**src/rtl/garage_pkg.sv**
```systemverilog
`default_nettype none
// ============================================================================
// Module   : garage_pkg
// Purpose  : Shared constants for the garage door input conditioning path.
//            Provides the default synchronizer depth, the default debounce
//            interval, and the active logic levels of the button and the
//            limit switches.
// Revision : 1.0 - initial release
// ============================================================================
package garage_pkg;

    localparam int   c_DEFAULT_SYNC_STAGES     = 2;
    localparam int   c_DEFAULT_DEBOUNCE_CYCLES = 16;

    // Active levels of the physical inputs.
    localparam logic PRESSED   = 1'b1;
    localparam logic LIMIT_HIT = 1'b1;

endpackage : garage_pkg
`default_nettype wire

```
**src/rtl/debounce_channel.sv**
```systemverilog
`default_nettype none
// ============================================================================
// Module   : debounce_channel
// Purpose  : One input conditioning channel. The raw asynchronous level goes
//            through a SYNC_STAGES flop chain. The debounced level then
//            follows the synchronized value only after that value has
//            differed from it for DEBOUNCE_CYCLES consecutive clocks. Any
//            cycle of agreement restarts the qualification.
// Ports    : clk     - system clock
//            rst     - asynchronous active-high reset
//            i_raw   - raw asynchronous input level
//            o_level - debounced level
// Revision : 1.0 - initial release
// ============================================================================
module debounce_channel
    import garage_pkg::*;
#(
    parameter int SYNC_STAGES     = c_DEFAULT_SYNC_STAGES,
    parameter int DEBOUNCE_CYCLES = c_DEFAULT_DEBOUNCE_CYCLES
) (
    input  logic clk,
    input  logic rst,
    input  logic i_raw,
    output logic o_level
);

    localparam int              CNT_W       = $clog2(DEBOUNCE_CYCLES);
    localparam logic [CNT_W-1:0] c_CNT_MAX  = CNT_W'(DEBOUNCE_CYCLES - 1);

    if (SYNC_STAGES < 2) begin : g_bad_sync_stages
        $error("debounce_channel: SYNC_STAGES must be at least 2");
    end
    if (DEBOUNCE_CYCLES < 2) begin : g_bad_debounce_cycles
        $error("debounce_channel: DEBOUNCE_CYCLES must be at least 2");
    end

    logic [SYNC_STAGES-1:0] r_sync;
    logic [CNT_W-1:0]       r_cnt;
    logic                   r_level;
    logic                   w_sync;

    assign w_sync  = r_sync[SYNC_STAGES-1];
    assign o_level = r_level;

    always_ff @(posedge clk or posedge rst) begin
        if (rst) begin
            r_sync  <= '0;
            r_cnt   <= '0;
            r_level <= 1'b0;
        end else begin
            r_sync <= {r_sync[SYNC_STAGES-2:0], i_raw};
            if (w_sync == r_level) begin
                r_cnt <= '0;
            end else if (r_cnt == c_CNT_MAX) begin
                // Disagreement has persisted for the full interval.
                r_level <= w_sync;
                r_cnt   <= '0;
            end else begin
                r_cnt <= r_cnt + CNT_W'(1);
            end
        end
    end

endmodule : debounce_channel
`default_nettype wire

```
**src/rtl/garage_input_conditioner.sv**
```systemverilog
`default_nettype none
// ============================================================================
// Module   : garage_input_conditioner
// Purpose  : Conditions the wall button and the two limit switches ahead of
//            the garage door controller. Each input is synchronized and
//            debounced. The button is turned into a one-cycle Activate pulse
//            on each debounced press. The block also flags the case where
//            both limits are asserted at the same time.
// Ports    : CLK        - system clock
//            RST        - asynchronous active-high reset
//            btn_raw    - raw wall button, 1 = pressed
//            up_lim_raw - raw upper limit switch, 1 = fully open
//            dn_lim_raw - raw lower limit switch, 1 = fully closed
//            Activate   - one-cycle pulse per debounced press
//            UP_Max     - debounced upper limit level
//            DN_Max     - debounced lower limit level
//            lim_fault  - registered, 1 while UP_Max and DN_Max are both 1
// Revision : 1.0 - initial release
// ============================================================================
module garage_input_conditioner
    import garage_pkg::*;
#(
    parameter int SYNC_STAGES     = c_DEFAULT_SYNC_STAGES,
    parameter int DEBOUNCE_CYCLES = c_DEFAULT_DEBOUNCE_CYCLES
) (
    input  logic CLK,
    input  logic RST,
    input  logic btn_raw,
    input  logic up_lim_raw,
    input  logic dn_lim_raw,
    output logic Activate,
    output logic UP_Max,
    output logic DN_Max,
    output logic lim_fault
);

    logic w_btn_d;
    logic w_up_d;
    logic w_dn_d;
    logic w_btn_pressed;
    logic w_up_hit;
    logic w_dn_hit;

    logic r_btn_d_q;
    logic r_activate;
    logic r_lim_fault;

    debounce_channel #(
        .SYNC_STAGES     (SYNC_STAGES),
        .DEBOUNCE_CYCLES (DEBOUNCE_CYCLES)
    ) u_btn (
        .clk     (CLK),
        .rst     (RST),
        .i_raw   (btn_raw),
        .o_level (w_btn_d)
    );

    debounce_channel #(
        .SYNC_STAGES     (SYNC_STAGES),
        .DEBOUNCE_CYCLES (DEBOUNCE_CYCLES)
    ) u_up_lim (
        .clk     (CLK),
        .rst     (RST),
        .i_raw   (up_lim_raw),
        .o_level (w_up_d)
    );

    debounce_channel #(
        .SYNC_STAGES     (SYNC_STAGES),
        .DEBOUNCE_CYCLES (DEBOUNCE_CYCLES)
    ) u_dn_lim (
        .clk     (CLK),
        .rst     (RST),
        .i_raw   (dn_lim_raw),
        .o_level (w_dn_d)
    );

    assign w_btn_pressed = (w_btn_d == PRESSED);
    assign w_up_hit      = (w_up_d == LIMIT_HIT);
    assign w_dn_hit      = (w_dn_d == LIMIT_HIT);

    // Rising-edge detector on the debounced button. The fault flag is
    // informational only. The limit levels pass through unmasked.
    always_ff @(posedge CLK or posedge RST) begin
        if (RST) begin
            r_btn_d_q   <= 1'b0;
            r_activate  <= 1'b0;
            r_lim_fault <= 1'b0;
        end else begin
            r_btn_d_q   <= w_btn_pressed;
            r_activate  <= w_btn_pressed & ~r_btn_d_q;
            r_lim_fault <= w_up_hit & w_dn_hit;
        end
    end

    assign Activate  = r_activate;
    assign UP_Max    = w_up_hit;
    assign DN_Max    = w_dn_hit;
    assign lim_fault = r_lim_fault;

endmodule : garage_input_conditioner
`default_nettype wire
```
**config.mk**
```make
export PLATFORM = sky130hd
export DESIGN_NAME = garage_input_conditioner
export DESIGN_NICKNAME = d
export VERILOG_FILES = /design/src/rtl/garage_pkg.sv /design/src/rtl/debounce_channel.sv /design/src/rtl/garage_input_conditioner.sv
export SDC_FILE = /design/constraint.sdc
export NUM_CORES = 1
export LEC_CHECK = 0
export ABC_CLOCK_PERIOD_IN_PS = 1700
export BUFFER_PORTS_ARGS = -buffer_cell sky130_fd_sc_hd__buf_4
export CAP_MARGIN = 20
export CORE_UTILIZATION = 55
export DETAILED_ROUTE_END_ITERATION = 8
export PLACE_DENSITY = 0.75
export REMOVE_ABC_BUFFERS = 1
export SYNTH_ARGS = -nofsm -noshare
export SYNTH_HDL_FRONTEND = slang
export SYNTH_SLANG_ARGS = --single-unit
```
**constraint.sdc**
```tcl
create_clock -name CLK -period 1.7 [get_ports CLK]
set_clock_uncertainty 0.2 [all_clocks]
set_input_delay 0 -clock CLK [delete_from_list [all_inputs] [get_ports CLK]]
set_output_delay 0 -clock CLK [all_outputs]
set_load 0.005 [all_outputs]
```
==> impl_metrics.csv <==
group,metric,value,unit
run_status,status,"finished clean",
logic_synthesis,synth.cell_area,932,um^2
grt,grt.total_usage,15.7,%
logic_synthesis,synth_top_area_share,64.4,%
clocking,cts_tree,"done",
setup_path,startpoint_type,"flop",
setup_path,setup.worst_path.end_class,"flop",
timing,final.setup.tns,0,ns
drt,drt_iter0_drc,2,
clocking,clock_latency,0.30,ns
setup_path,critPathRequiredTime,1.69,ns
drt,drt-pass1-iter-count,4,
logic_synthesis,syn_avg_cell_area,14.1,um^2
floorplan,die_x,43.2,um
clocking,cts_inserted_buffers,3,
logic_synthesis,synthTopCellsByArea,"dfrtp_1 (64%), xnor2_1 (5.6%), mux2_4 (4.8%), ha_1 (4.0%), nor3b_2 (4.0%)",
setup_path,cp-startpoint,"u_dn_lim.r_cnt[0]",
drt,ant_nets,0,
timing,fin_crit_sh,82.2,%
logic_synthesis,yosysWarnings,0,
setup_path,crit_path_max_fanout,4,
logic_synthesis,synth_top_family_by_area,"simple AND/OR/NAND/NOR gates",
timing,slew-limit-headroom,71.3,%
clocking,post_cts_buffers,0,
final_layout,area_delta_synth_final,16.1,%
clocking,clkTransAtPathRegs,0.11,ns
grt,antenna_found_initial,0,
final_layout,final_cell_mix,"dfrtp_1 (24), buf_4 (9), xnor2_1 (6), a21oi_1 (6)",
power_and_ir_drop,p_leak,0.503,nW
timing,drv_slew,0,
final_layout,antenna-diode-count,0,
drt,num_vias,523,
clocking,cts_root_buf,"clkbuf_4",
logic_synthesis,muxShareOfSynthArea,4.83,%
floorplan,row_count,14,
logic_synthesis,synth_xor_area_share,5.64,%
floorplan,die-area,0.00186,mm^2
worst_hold_path,worstHoldPathType,"input port to async pin",
drt,avgRoutedWirePerCell,12.8,um
setup_path,path_class,"flop to flop",
timing,worstMarginPinSlew,0.427,ns
power_and_ir_drop,vdd_ir_drop_max,628,uV
logic_synthesis,synth_area_leader_cell,"dfrtp_1",
final_layout,layout_commonest_cell,"dfrtp_1",
setup_path,cp.arrival,1.39,ns
grt,overflow,0,
timing,finalHoldViolCount,0,
logic_synthesis,ys_seq_area_share,64.4,%
placement,gp_congestion,0.776,
floorplan,floorplan.initialDensity,60.5,%
timing,setup_viol,0,
setup_path,r2r_start,"u_dn_lim.r_cnt[0]",
logic_synthesis,synth-adder-area-share,4.03,%
clocking,cts_max_level,1,
floorplan,die_h,43.2,um
logic_synthesis,ys_types,13,
floorplan,io_pins,9,
logic_synthesis,synth_simple_gate_area_share,14.6,%
floorplan,core_area,0.00154,mm^2
flow_run,maxCapViolations,0,
timing,holdWs,0.0822,ns
drt,via_per_inst,5.34,
drt,drc,0,
final_layout,drive_above_1_share,25.6,%
logic_synthesis,syn_inst,66,
drt,drt-total-wl,1260,um
timing,grt_setup_unrepaired,"no",
power_and_ir_drop,p_per_area,850,mW/mm^2
final_layout,nets,92,
logic_synthesis,synth_compound_area_share,4.83,%
logic_synthesis,yosys_register_bits,24,
clocking,cts.path.max_buffers,2,
grt,grt_pass1_vias,537,
clocking,clock_sinks,24,
grt,grt_pass1_wl,2100,um
grt,grt_max_degree,25,
timing,fin_crit,1.40,ns
final_layout,fin_util,70.2,%
placement,port_buffers,8,
timing,fmax,715,MHz
==> path summary, 6_finish.rpt <==
path / slack (ns) / endpoint / cells past startpoint
min reg2reg: 0.16 / u_up_lim.r_sync[1] / 0
min: 0.08 / u_dn_lim.o_level / 4
max in group asynchronous: 1.00 / u_up_lim.r_sync[0] / 4
min in group CLK: 0.15 / u_btn.r_sync[0] / 2
max: 0.30 / u_dn_lim.o_level / 3
max reg2reg: 0.30 / u_dn_lim.o_level / 3
==> state kept, by name (all words and copies together), names as in the netlist, 2 cells and up <==
name,count
u_btn.r_cnt,4
u_dn_lim.r_cnt,4
u_up_lim.r_cnt,4
u_btn.r_sync,2
u_dn_lim.r_sync,2
u_up_lim.r_sync,2
==> power breakdown <==
group	switching (W)	internal [W]	leakage, nW	total, W
sequential	0.0000222	0.000595	0.314	0.000617
clock	0.000149	0.0000825	0.0138	0.000231
combinational	0.0000335	0.0000378	0.176	0.0000714
==> metrics by stage <==
step                      cell area, um^2  std cells  setup WS [ns]  power (W)
after detailed placement             1020         91          0.319   0.000693
after global routing                 1080         98          0.263   0.000960
final                                1080         98          0.302   0.000920
after global placement               1020         91          0.338   0.000689
after CTS                            1080         98          0.301   0.000936
after floorplan                       932         66          0.366   0.000670
==> kinds of logic (layout without fill, tap and decap cells) <==
kind of cell,count (synthesis),count (layout)
DFF,24,24
adders and majority gates,3,3
muxes,3,3
AOI/OAI and AO/OA,9,9
xor gates and xnor gates,6,6
and+or+nand+nor,17,17
buffers and inverters,4,20
==> synthesized netlist by cell type <==
cell type and number:
nand3_2 3, inv_1 4, a21oi_1 6, xnor2_1 6
dfrtp_1 24, nor2b_1 4, nand4b_1 3, nor3b_2 3
o21ai_0 3, mux2_4 3, ha_1 3, and2_1 1
nor2_1 3
==> critical path, cell delays in order, from the launching register on <==
cell,delay (ns)
dfrtp_1,0.44
ha_1,0.26
nand3_2,0.10
mux2_4,0.29
==> routing by layer <==
metal  wire length (um)  share of wire, %  track usage, %  vias to the layer above
met5                  0                 0               0                        -
met1                606                48            19.4                      259
met3                 30               2.4            2.55                        2
met4                  9              0.72            9.09                        0
met2                609                48            25.7                        6
li1                   -                 -               -                      256
==> area by class of cell <==
| class | count | area, um^2 |
|---|---|---|
| sequential | 24 | 601 |
| timing repair buffer | 13 | 108 |
| clock buffer | 3 | 22.5 |
| fill | 115 | 459 |
| inverter | 4 | 15.0 |
| tap | 16 | 20.0 |
| multi-input combinational | 38 | 317 |
==> timing repair <==
item                       in CTS  in global routing
hold buffers                    4                  0
resized for setup               0                  0
hold endpoints to repair       27                  0
setup endpoints to repair       0                  0
Power figures use the tool's default switching activity.
